File: config.mk
export PLATFORM = sky130hd
export DESIGN_NAME = bcd_updown_counter
export DESIGN_NICKNAME = d
export VERILOG_FILES = /design/src/rtl/bcd_updown_counter_pkg.sv /design/src/rtl/bcd_digit.sv /design/src/rtl/bcd_updown_counter.sv
export SDC_FILE = /design/constraint.sdc
export NUM_CORES = 1
export LEC_CHECK = 0
export CAP_MARGIN = 20
export CORE_ASPECT_RATIO = 1.2
export CORE_MARGIN = 3
export CORE_UTILIZATION = 49
export CTS_CLUSTER_DIAMETER = 100
export DETAILED_ROUTE_END_ITERATION = 10
export GPL_TIMING_DRIVEN = 0
export PLACE_DENSITY = 0.8
export REMOVE_ABC_BUFFERS = 1
export SLEW_MARGIN = 0
export SYNTH_ARGS = -nofsm -noshare
export SYNTH_HDL_FRONTEND = slang
export SYNTH_HIERARCHICAL = 1
export SYNTH_SLANG_ARGS = --single-unit
export TNS_END_PERCENT = 50
File: constraint.sdc
create_clock -name clk -period 2.8 [get_ports clk]
set_input_delay 0.28 -clock clk [delete_from_list [all_inputs] [get_ports clk]]
set_output_delay 0.28 -clock clk [all_outputs]
set_load 0.02 [all_outputs]
File: src/rtl/bcd_updown_counter_pkg.sv
// rtl/bcd_updown_counter_pkg.sv - shared BCD constants and helpers for the counter slice
//
// Purpose: decade limits and small helper functions used by bcd_digit and
// bcd_updown_counter.
package bcd_updown_counter_pkg;

  localparam logic [3:0] BCD_MAX = 4'd9;
  localparam logic [3:0] BCD_MIN = 4'd0;

  // Width of the packed BCD count for a given number of decades.
  function automatic int count_width(input int digits);
    return 4 * digits;
  endfunction

  function automatic logic nibble_valid(input logic [3:0] n);
    return n <= BCD_MAX;
  endfunction

endpackage

File: src/rtl/bcd_digit.sv
// rtl/bcd_digit.sv - single BCD decade with load, step and direction
//
// Purpose: one 0..9 decade of the cascaded counter.
// Ports:
//   clk, reset          rising-edge clock, synchronous active-high reset
//   load, load_nibble   parallel load; nibbles above 9 are stored as 0
//   step, up            advance one position in direction up (1) / down (0)
//   digit               registered decade value
//   at_max, at_min      digit is 9 / digit is 0
module bcd_digit
  import bcd_updown_counter_pkg::*;
(
  input  logic       clk,
  input  logic       reset,
  input  logic       load,
  input  logic [3:0] load_nibble,
  input  logic       step,
  input  logic       up,
  output logic [3:0] digit,
  output logic       at_max,
  output logic       at_min
);

  assign at_max = (digit == BCD_MAX);
  assign at_min = (digit == BCD_MIN);

  always_ff @(posedge clk) begin
    if (reset) begin
      digit <= BCD_MIN;
    end else if (load) begin
      digit <= nibble_valid(load_nibble) ? load_nibble : BCD_MIN;
    end else if (step) begin
      if (up) begin
        digit <= at_max ? BCD_MIN : digit + 4'd1;
      end else begin
        digit <= at_min ? BCD_MAX : digit - 4'd1;
      end
    end
  end

endmodule

File: src/rtl/bcd_updown_counter.sv
// rtl/bcd_updown_counter.sv - parametrised multi-decade BCD up/down counter
//
// Purpose: DIGITS cascaded decades with enable, direction, parallel load and
// wrap/saturate behaviour at terminal count.
// Parameters:
//   DIGITS  number of decades (1..8)
//   WRAP    1 = wrap at terminal count, 0 = saturate
// Ports:
//   clk, reset   rising-edge clock, synchronous active-high reset
//   en, up       count enable, direction (1 = up)
//   load         parallel load strobe, load_value nibble i -> decade i
//   count        registered BCD count
//   tc           combinational terminal count, usable as a cascade enable
//   load_err     one cycle high after a load holding a nibble above 9
module bcd_updown_counter
  import bcd_updown_counter_pkg::*;
#(
  parameter int DIGITS = 4,
  parameter bit WRAP   = 1'b1
) (
  input  logic                            clk,
  input  logic                            reset,
  input  logic                            en,
  input  logic                            up,
  input  logic                            load,
  input  logic [count_width(DIGITS)-1:0]  load_value,
  output logic [count_width(DIGITS)-1:0]  count,
  output logic                            tc,
  output logic                            load_err
);

  logic [DIGITS-1:0] at_max;
  logic [DIGITS-1:0] at_min;
  logic [DIGITS-1:0] step;
  logic [DIGITS:0]   chain;
  logic              hold_at_tc;
  logic              any_invalid;

  // chain[i] is high when every decade below i sits at its turnover value
  // for the current direction; chain[DIGITS] therefore marks terminal count.
  always_comb begin
    chain[0] = 1'b1;
    for (int i = 0; i < DIGITS; i++) begin
      chain[i+1] = chain[i] & (up ? at_max[i] : at_min[i]);
    end
  end

  assign tc = en & chain[DIGITS];

  // In saturate mode the whole counter freezes at terminal count; gating
  // every step keeps the decades from rolling over individually.
  assign hold_at_tc = !WRAP && chain[DIGITS];

  always_comb begin
    any_invalid = 1'b0;
    for (int i = 0; i < DIGITS; i++) begin
      if (!nibble_valid(load_value[4*i +: 4])) begin
        any_invalid = 1'b1;
      end
    end
  end

  genvar g;
  generate
    for (g = 0; g < DIGITS; g++) begin : g_digit
      assign step[g] = en & ~hold_at_tc & chain[g];

      bcd_digit u_digit (
        .clk         (clk),
        .reset       (reset),
        .load        (load),
        .load_nibble (load_value[4*g +: 4]),
        .step        (step[g]),
        .up          (up),
        .digit       (count[4*g +: 4]),
        .at_max      (at_max[g]),
        .at_min      (at_min[g])
      );
    end
  endgenerate

  always_ff @(posedge clk) begin
    if (reset) begin
      load_err <= 1'b0;
    end else begin
      load_err <= load & any_invalid;
    end
  end

endmodule

Word-level counts from Yosys, hierarchy flattened
Index checks and enable logic that the tools add are counted.
{"block": "op_classes", "add_sub_neg": 8, "order_cmp": 4, "n_eq_ne": 4, "muxes": 32, "bitwise": 8, "reduce_logical": 8}
{"cell": "4-bit 2-to-1 mux", "count": 24}
{"cell": "4-bit by 1-bit adder with 4-bit output (second input constant)", "count": 4}
{"cell": "4-bit equality test (second input constant)", "count": 4}
{"cell": "4-bit less-or-equal comparator (second input constant)", "count": 4}
{"cell": "4-bit zero test", "count": 4}
{"cell": "4-bit by 1-bit subtractor with 4-bit output (second input constant)", "count": 4}
{"cell": "1-bit AND", "count": 8}
{"cell": "1-bit 2-to-1 mux", "count": 8}
{"cell": "2-bit nonzero test", "count": 4}
{"block": "word_totals", "register_bits": 17, "inputBits": 21, "output_inout_bits": 18, "word_cells": 69}

Longest topological paths before layout
Gate-level depths: netlist of the first run.
{"block": "depth", "word_depth": 7, "mapped_depth": 8, "mapped_depth_nobuf": 8}

Cells and area by module
The synthesis of the first run kept the hierarchy.
{"module": "bcd_digit", "n_inst": 4, "cells_per_inst": 44, "area_each_um2": 350.3, "seq_area_each_um2": 80.1}
{"module": "bcd_updown_counter", "n_inst": 1, "cells_per_inst": 18, "area_each_um2": 157.7, "seq_area_each_um2": 20.0}

Least setup slack after synthesis of the first run
No wires, ideal clock.
{"block": "synth_path", "path_kind": "flip-flop to flip-flop", "start": "reg g_digit[0].u_digit.digit[1]", "end": "reg g_digit[3].u_digit.digit[3]", "setup_ns": 0.120, "arrival_time_ns": 2.016, "required_time_ns": 2.680, "path_slack_ns": 0.664, "path_stages_with_launch": 8, "period_less_slack_ns": 2.136, "cell_sequence": "dfxtp_1 -> buf_6 -> nor4_1 -> nand3b_4 -> a211oi_2 -> and3_1 -> nor4_1 -> a211o_1"}
{"block": "synth_via", "elab_chain_cells": 6, "word_cells_on_any_way": 7, "cone_classes": "1 x eq/ne; 1 x mux; 3 x bitwise; 2 x reduce/logical"}
{"item": "start: declaration", "line": "bcd_digit.sv:19", "text": "output logic [3:0] digit,"}
{"item": "start signal: assignment", "line": "bcd_digit.sv:31", "text": "digit <= nibble_valid(load_nibble) ? load_nibble : BCD_MIN;"}
{"item": "start signal: assignment", "line": "bcd_digit.sv:34", "text": "digit <= at_max ? BCD_MIN : digit + 4'd1;"}
{"item": "start signal: assignment", "line": "bcd_digit.sv:36", "text": "digit <= at_min ? BCD_MAX : digit - 4'd1;"}
{"item": "4-bit zero test", "line": "bcd_digit.sv:25", "text": "assign at_min = (digit == BCD_MIN);"}
{"item": "via at_min[0]", "line": "bcd_updown_counter.sv:33", "text": "logic [DIGITS-1:0] at_min;"}
{"item": "1-bit 2-to-1 mux", "line": "bcd_updown_counter.sv:44", "text": "chain[i+1] = chain[i] & (up ? at_max[i] : at_min[i]);"}
{"item": "1-bit AND (2 in a row)", "line": "bcd_updown_counter.sv:44"}
{"item": "1-bit AND", "line": "bcd_updown_counter.sv:66", "text": "assign step[g] = en & ~hold_at_tc & chain[g];"}
{"item": "via step[3]", "line": "bcd_updown_counter.sv:34", "text": "logic [DIGITS-1:0] step;"}
{"item": "2-bit nonzero test (no source line)"}
{"item": "end signal: assignment", "line": "bcd_digit.sv:31"}
{"item": "end signal: assignment", "line": "bcd_digit.sv:34"}
{"item": "end signal: assignment", "line": "bcd_digit.sv:36"}
{"item": "end: declaration", "line": "bcd_digit.sv:19"}
The timed path passes the listed nets, and every way through them passes these cells.
A chain may end at the register's enable or synchronous reset.

Worst setup path in the final report of the first run
{"block": "layout_path", "start": "reg g_digit[0].u_digit.digit[0]", "end": "out tc"}
{"block": "layout_via", "elab_chain_cells": 6, "word_cells_on_any_way": 7, "cone_classes": "1 x eq/ne; 1 x mux; 4 x bitwise; 1 x reduce/logical"}
{"item": "4-bit equality test", "line": "bcd_digit.sv:24", "text": "assign at_max = (digit == BCD_MAX);"}
{"item": "via at_max[0]", "line": "bcd_updown_counter.sv:32", "text": "logic [DIGITS-1:0] at_max;"}
{"item": "1-bit 2-to-1 mux", "line": "bcd_updown_counter.sv:44"}
{"item": "1-bit AND (3 in a row)", "line": "bcd_updown_counter.sv:44"}
{"item": "1-bit AND", "line": "bcd_updown_counter.sv:48", "text": "assign tc = en & chain[DIGITS];"}
{"item": "end: declaration", "line": "bcd_updown_counter.sv:28", "text": "output logic tc,"}
The timed path passes the listed nets, and every way through them passes these cells.

==> metrics.md, run 1 <==
| Metric | Value |
|---|---|
| Drt pass-1 iters | 4 |
| Commonest register cell after synthesis | dfxtp_1 |
| Clock Root Buffer | clkbuf_4 |
| # port buffers | 38 |
| Placed instance area | 1920 um^2 |
| Seq/Total Area, Yosys | 0.218 |
| Final setup TNS | 0 ns |
| Worst skew pair latency | 0.29 ns |
| Post-synthesis mux area share | 0.0128 |
| Area added between synthesis and finish | 27.4% |
| I/O pins | 39 |
| Ys async rst share | 0 |
| CP Data Required Time | 2.52 ns |
| Die width | 57.5 um |
| Synth Area in Adders | 0 |
| Rows | 21 |
| Peak supply drop | 0.237 mV |
| Clk buf depth | 2 |
| CP arrival | 2.32 ns |
| Post-Syn Area per Cell | 8.04 um^2 |
| Most common cell in the netlist | o21ai_0 |
| Endpoints failing hold | 0 |
| DR WL met2 | 2010 um |
| Syn Inst Count | 194 |
| Ant. Diodes | 0 |
| Post-Layout Cell Count | 260 |
| Final setup fails | 0 |
| Rel. slew slack | 0.301 |
| Synth cell count leaders | o21ai_0, dfxtp_1, a31oi_1, nor4_1, nor2_1 |
| Die Area | 3900 um^2 |
| Clock slew at reported path FFs | 0.11 ns |
| CTS buffer count | 3 |
| Number of flops mapped to enable cells by yosys | 0 |
| RePlAce Congestion | 0.887 |
| Initial antenna violation count | 0 |
| Nets | 248 |
| Crit path launch type | register |
| Minimum clock period | 2.60 ns |
| Status | finished, final reports clean |
| # H-tree levels | 1 |
| Crit path max fanout | 8 |
| Met3 Routed Length | 208 um |
| Unique masters post-synth | 30 |
| Fmax | 0.385 GHz |
| Largest net degree at the start of global routing | 27 |
| Post-Route WL | 3930 um |
| Largest family of logic cells by synthesized area | simple AND/OR/NAND/NOR gates |
| Post-Synth Simple-Gate Area | 0.368 |
| # Post-CTS Setup Buffers | 0 |
| Setup WS post-layout | 0.200 ns |
| Initial cell density of the core | 0.535 |
| Leakage | 0.652 nW |
| Wire length per cell | 15.1 um |
| YS warnings | 6 |
| Initial drt markers | 77 |
| Hold WC Path Type | in2reg |
| Vias per cell | 6.37 |
| Antenna Violating Nets Remaining | 0 |
| Area share of the largest cell type after synthesis | 0.218 |
| Core area | 2920 um^2 |
| Setup WS pre-CTS | -0.287 ns |
| Wl on met1 | 1700 um |
| Crit path kind | reg2out |
| CTS sink cnt | 17 |
| Actual slew at the worst max-slew pin | 1.04 ns |
| Fin util | 0.681 |
| Remaining DRCs | 0 |
| Critical Path Sink Type | primary output |
| Synth Area in Compound Gates | 0.287 |
| Maxcap violations | 0 |
| Design area | 1990 um^2 |
| Global-route wire length before repair | 6400 um |
| Period utilization | 0.928 |
| Vias in the first global route | 1,407 |
| PwrDens | 336 nW/um^2 |
| Synth Area in XOR/XNOR | 0.0449 |
| Placed Cells | 255 |
| CTS tree | done |
| Synth area leaders | dfxtp_1, a31oi_1, nor4_1 |
| Flops & latches, synth | 17 |
| Vias | 1,656 |
| RSZ-0062 raised after global routing | no |
| Final Max Tran Viols | 0 |
| Uppermost layer routed | met4 |
| Total GRT Usage | 0.202 |
| Die height | 67.8 um |
| Synthesized area | 1560 um^2 |
| Setup Skew | 0.00795 ns |
| GRT overflow | 0 |
| Yosys top cell by area | dfxtp_1 |
| Share of layout cells above drive strength 1 | 0.124 |
| Detailed Place HPWL | 2840 um |
where the power goes:
part           internal [mW]  total [mW]  switching [mW]  leakage [nW]
registers              0.256       0.297          0.0409         0.140
logic                  0.121       0.235           0.114         0.495
clock network         0.0531       0.137          0.0834        0.0177
stage by stage:
step	hold slack (ns)	total power, mW
final	0.586	0.668
after global routing	0.600	0.707
after floorplan	0.349	0.418
after CTS	0.576	0.665
after detailed placement	0.684	0.529
after global placement	0.681	0.516
final timing paths:
check,end,depth (start not counted),from,slack (ns)
worst max register to register,g_digit[3].u_digit/digit[2],7,g_digit[0].u_digit/digit[0],0.51
worst min register to register,g_digit[2].u_digit/digit[1],2,g_digit[2].u_digit/digit[1],0.71
worst max-delay path,tc,5,g_digit[0].u_digit/digit[0],0.20
worst min-delay path,g_digit[3].u_digit/digit[0],3,load_value[12],0.59
worst max-delay path: stages (launching register included):
cell and delay [ns]:
dfxtp_1 0.56, nand2_1 0.10, nor3_1 0.26, nand3_2 0.16, a221oi_2 0.29, clkdlybuf4s50_1 0.65
repair_timing:
action                                  in CTS  in global routing
endpoints found under the setup margin       1                  1
hold buffers                                 0                  0
resized for setup                            2                  2
area by class of cell:
class                      count  area (um^2)
clock inverter                 1         5.00
timing repair buffer          40          435
sequential                    17          340
clock buffer                   3         22.5
fill                         252          930
tap                           34         42.5
multi-input combinational    160         1120
inverter                       5         18.8
cell families (layout without fill, tap and decap cells):
family / count (synthesis) / after routing
and+or+nand+nor: 86 / 86
AOI/OAI and AO/OA: 64 / 64
DFF: 17 / 17
buffers and inverters: 17 / 49
xor gates and xnor gates: 8 / 8
muxes: 2 / 2
cell usage in the layout (no fill, tap or decap), types with 4 or more instances in the layout:
master,count
o21ai_0,20
clkdlybuf4s50_1,37
nor2_1,13
and2_4,4
xnor2_1,8
dfxtp_1,17
a221oi_1,4
nor3_1,8
a211o_1,8
o21ai_1,4
and3_1,4
nor4_1,14
a31oi_1,16
nor4_4,4
nand2b_1,9
a21oi_1,5
a2111oi_2,4
inv_1,5
nand3b_1,9
nand2_1,12
nand2b_2,4
flip-flops by register name, indices dropped and copies added, names as in the netlist:
register	cells
g_digit.u_digit/digit	16
load_err	1
layer usage:
layer,GRT usage,vias up
met3,0.0229,2
met1,0.261,794
met4,0.0464,0
li1,-,811
met5,0,-
met2,0.357,49
(Power assumes the default switching activity.)
==> inputs of run 2 (changes only) <==
--- a/config.mk
+++ b/config.mk
@@ -12,7 +12,7 @@
 export CTS_CLUSTER_DIAMETER = 100
 export DETAILED_ROUTE_END_ITERATION = 10
 export GPL_TIMING_DRIVEN = 0
-export PLACE_DENSITY = 0.8
+export PLACE_DENSITY_LB_ADDON = 0.05
 export REMOVE_ABC_BUFFERS = 1
 export SLEW_MARGIN = 0
 export SYNTH_ARGS = -nofsm -noshare
==> metrics.md, run 2 (synthesis gave the netlist of run 1 again) <==
| Metric | Value |
|---|---|
| Largest net degree at the start of global routing | 27 |
| Post-Layout Cell Count | 260 |
| Post_cts resized | 2 |
| GRT overflow | 0 |
| Final Max Tran Viols | 0 |
| Peak supply drop | 0.198 mV |
| Hold WC Path Type | in2reg |
| Clock power frac | 0.211 |
| Actual slew at the worst max-slew pin | 1.01 ns |
| RSZ-0062 raised after global routing | no |
| Global-route wire length before repair | 6560 um |
| Ant. Diodes | 0 |
| Largest register FFs | 16 |
| CP Data Required Time | 2.52 ns |
| Total GRT Usage | 0.207 |
| Commonest non-fill, non-tap cells in the layout | clkdlybuf4s50_1, o21ai_0, dfxtp_1, a31oi_1, nor4_1 |
| Area added between synthesis and finish | 27.0% |
| Biggest register | g_digit.u_digit/digit |
| Clk buf depth | 2 |
| Period utilization | 0.932 |
| Design Power | 0.671 mW |
| Final setup fails | 0 |
| WHS Path Cells | 3 |
| # port buffers | 38 |
| # H-tree levels | 1 |
| Detailed Place HPWL | 2740 um |
| Crit path kind | reg2out |
| Setup Skew | 0.00626 ns |
| Antenna Violating Nets Remaining | 0 |
| Critical Path Sink Type | primary output |
| Most common cell after layout, fill and taps aside | clkdlybuf4s50_1 |
| Core area | 2920 um^2 |
| Vias per cell | 6.47 |
| Share of layout cells above drive strength 1 | 0.115 |
| Post-Route WL | 3950 um |
| CTS buffer count | 3 |
| Nets | 248 |
| Part of the power in combinational logic | 0.347 |
| Maxcap violations | 0 |
| CTS tree | done |
| Vias | 1,681 |
| Leakage | 0.648 nW |
| # Post-CTS Setup Buffers | 0 |
| P_int | 0.432 mW |
| Placed Cells | 255 |
| R2R cell count | 6 |
| Initial antenna violation count | 0 |
| Final setup TNS | 0 ns |
| Fmax | 0.383 GHz |
| CTS sink cnt | 17 |
| Wire length per cell | 15.2 um |
| Clock slew at reported path FFs | 0.11 ns |
| I/O pins | 39 |
| Drt pass-1 iters | 5 |
| Die height | 67.8 um |
| Remaining DRCs | 0 |
| Initial drt markers | 72 |
| Clock Root Buffer | clkbuf_4 |
| Net Sw Frac | 0.357 |
| Status | finished, final reports clean |
| CP arrival | 2.33 ns |
| Rows | 21 |
| Worst hold margin | 0.586 ns |
| RePlAce Congestion | 0.833 |
| Initial cell density of the core | 0.535 |
| Crit path max fanout | 8 |
| Crit path launch type | register |
| Minimum clock period | 2.61 ns |
| Vias in the first global route | 1,515 |
| Die width | 57.5 um |
| Placed instance area | 1920 um^2 |
| Rel. slew slack | 0.322 |
| Worst skew pair latency | 0.30 ns |
| Die Area | 3900 um^2 |
| Design area | 1980 um^2 |
| Top Registers | g_digit.u_digit/digit (16), load_err (1) |
| Endpoints failing hold | 0 |
| # hold bufs at CTS | 0 |
| Net switching power | 0.240 mW |
| PwrDens | 339 nW/um^2 |
| Sequential power share | 0.442 |
run 2: cell types whose count changed in the layout (fill, tap and decap cells not counted), sizes merged:
cell,change
clkbuf,+1
clkinv,-1
run 2: final timing paths:
check,end,startpoint,slack (ns)
worst max-delay path,tc,g_digit[1].u_digit/digit[0],0.19
worst min-delay path,g_digit[3].u_digit/digit[0],load_value[12],0.59
worst max register to register,g_digit[3].u_digit/digit[3],g_digit[1].u_digit/digit[0],0.51
worst min register to register,g_digit[1].u_digit/digit[1],g_digit[1].u_digit/digit[1],0.70
run 2: power groups by stage:
stage,Clock (mW),Sequential (mW),Combinational [mW]
6_report,0.142,0.297,0.233
5_1_grt,0.154,0.301,0.254
4_1_cts,0.143,0.295,0.228
3_5_place_dp,0,0.301,0.228
3_3_place_gp,0,0.299,0.217
2_1_floorplan,0,0.310,0.108
run 2: stage by stage:
step           setup slack [ns]  utilization
5_1_grt                  0.0863        0.679
3_3_place_gp             -0.234        0.649
4_1_cts                  0.0352        0.667
3_5_place_dp             -0.282        0.658
6_report                  0.190        0.679
2_1_floorplan             0.694            -
run 2: layer usage:
layer	part of all wire	vias up	GRT usage	wire length, um
li1	-	817	-	-
met5	0	-	0	0
met3	0.067	4	0.0287	266
met1	0.43	786	0.249	1690
met2	0.50	74	0.371	1970
met4	0.0066	0	0.0725	26
run 2: worst max-delay path: stages (launching register included):
cell             delay (ns)
dfxtp_1                0.43
nor4_1                 0.50
nand3b_4               0.15
a221oi_2               0.31
clkdlybuf4s50_1        0.64
run 2: area by class of cell:
type | count | area [um^2]
clock buffer | 4 | 26.3
fill | 260 | 937
inverter | 5 | 18.8
multi-input combinational | 160 | 1120
sequential | 17 | 340
tap | 34 | 42.5
timing repair buffer | 40 | 435
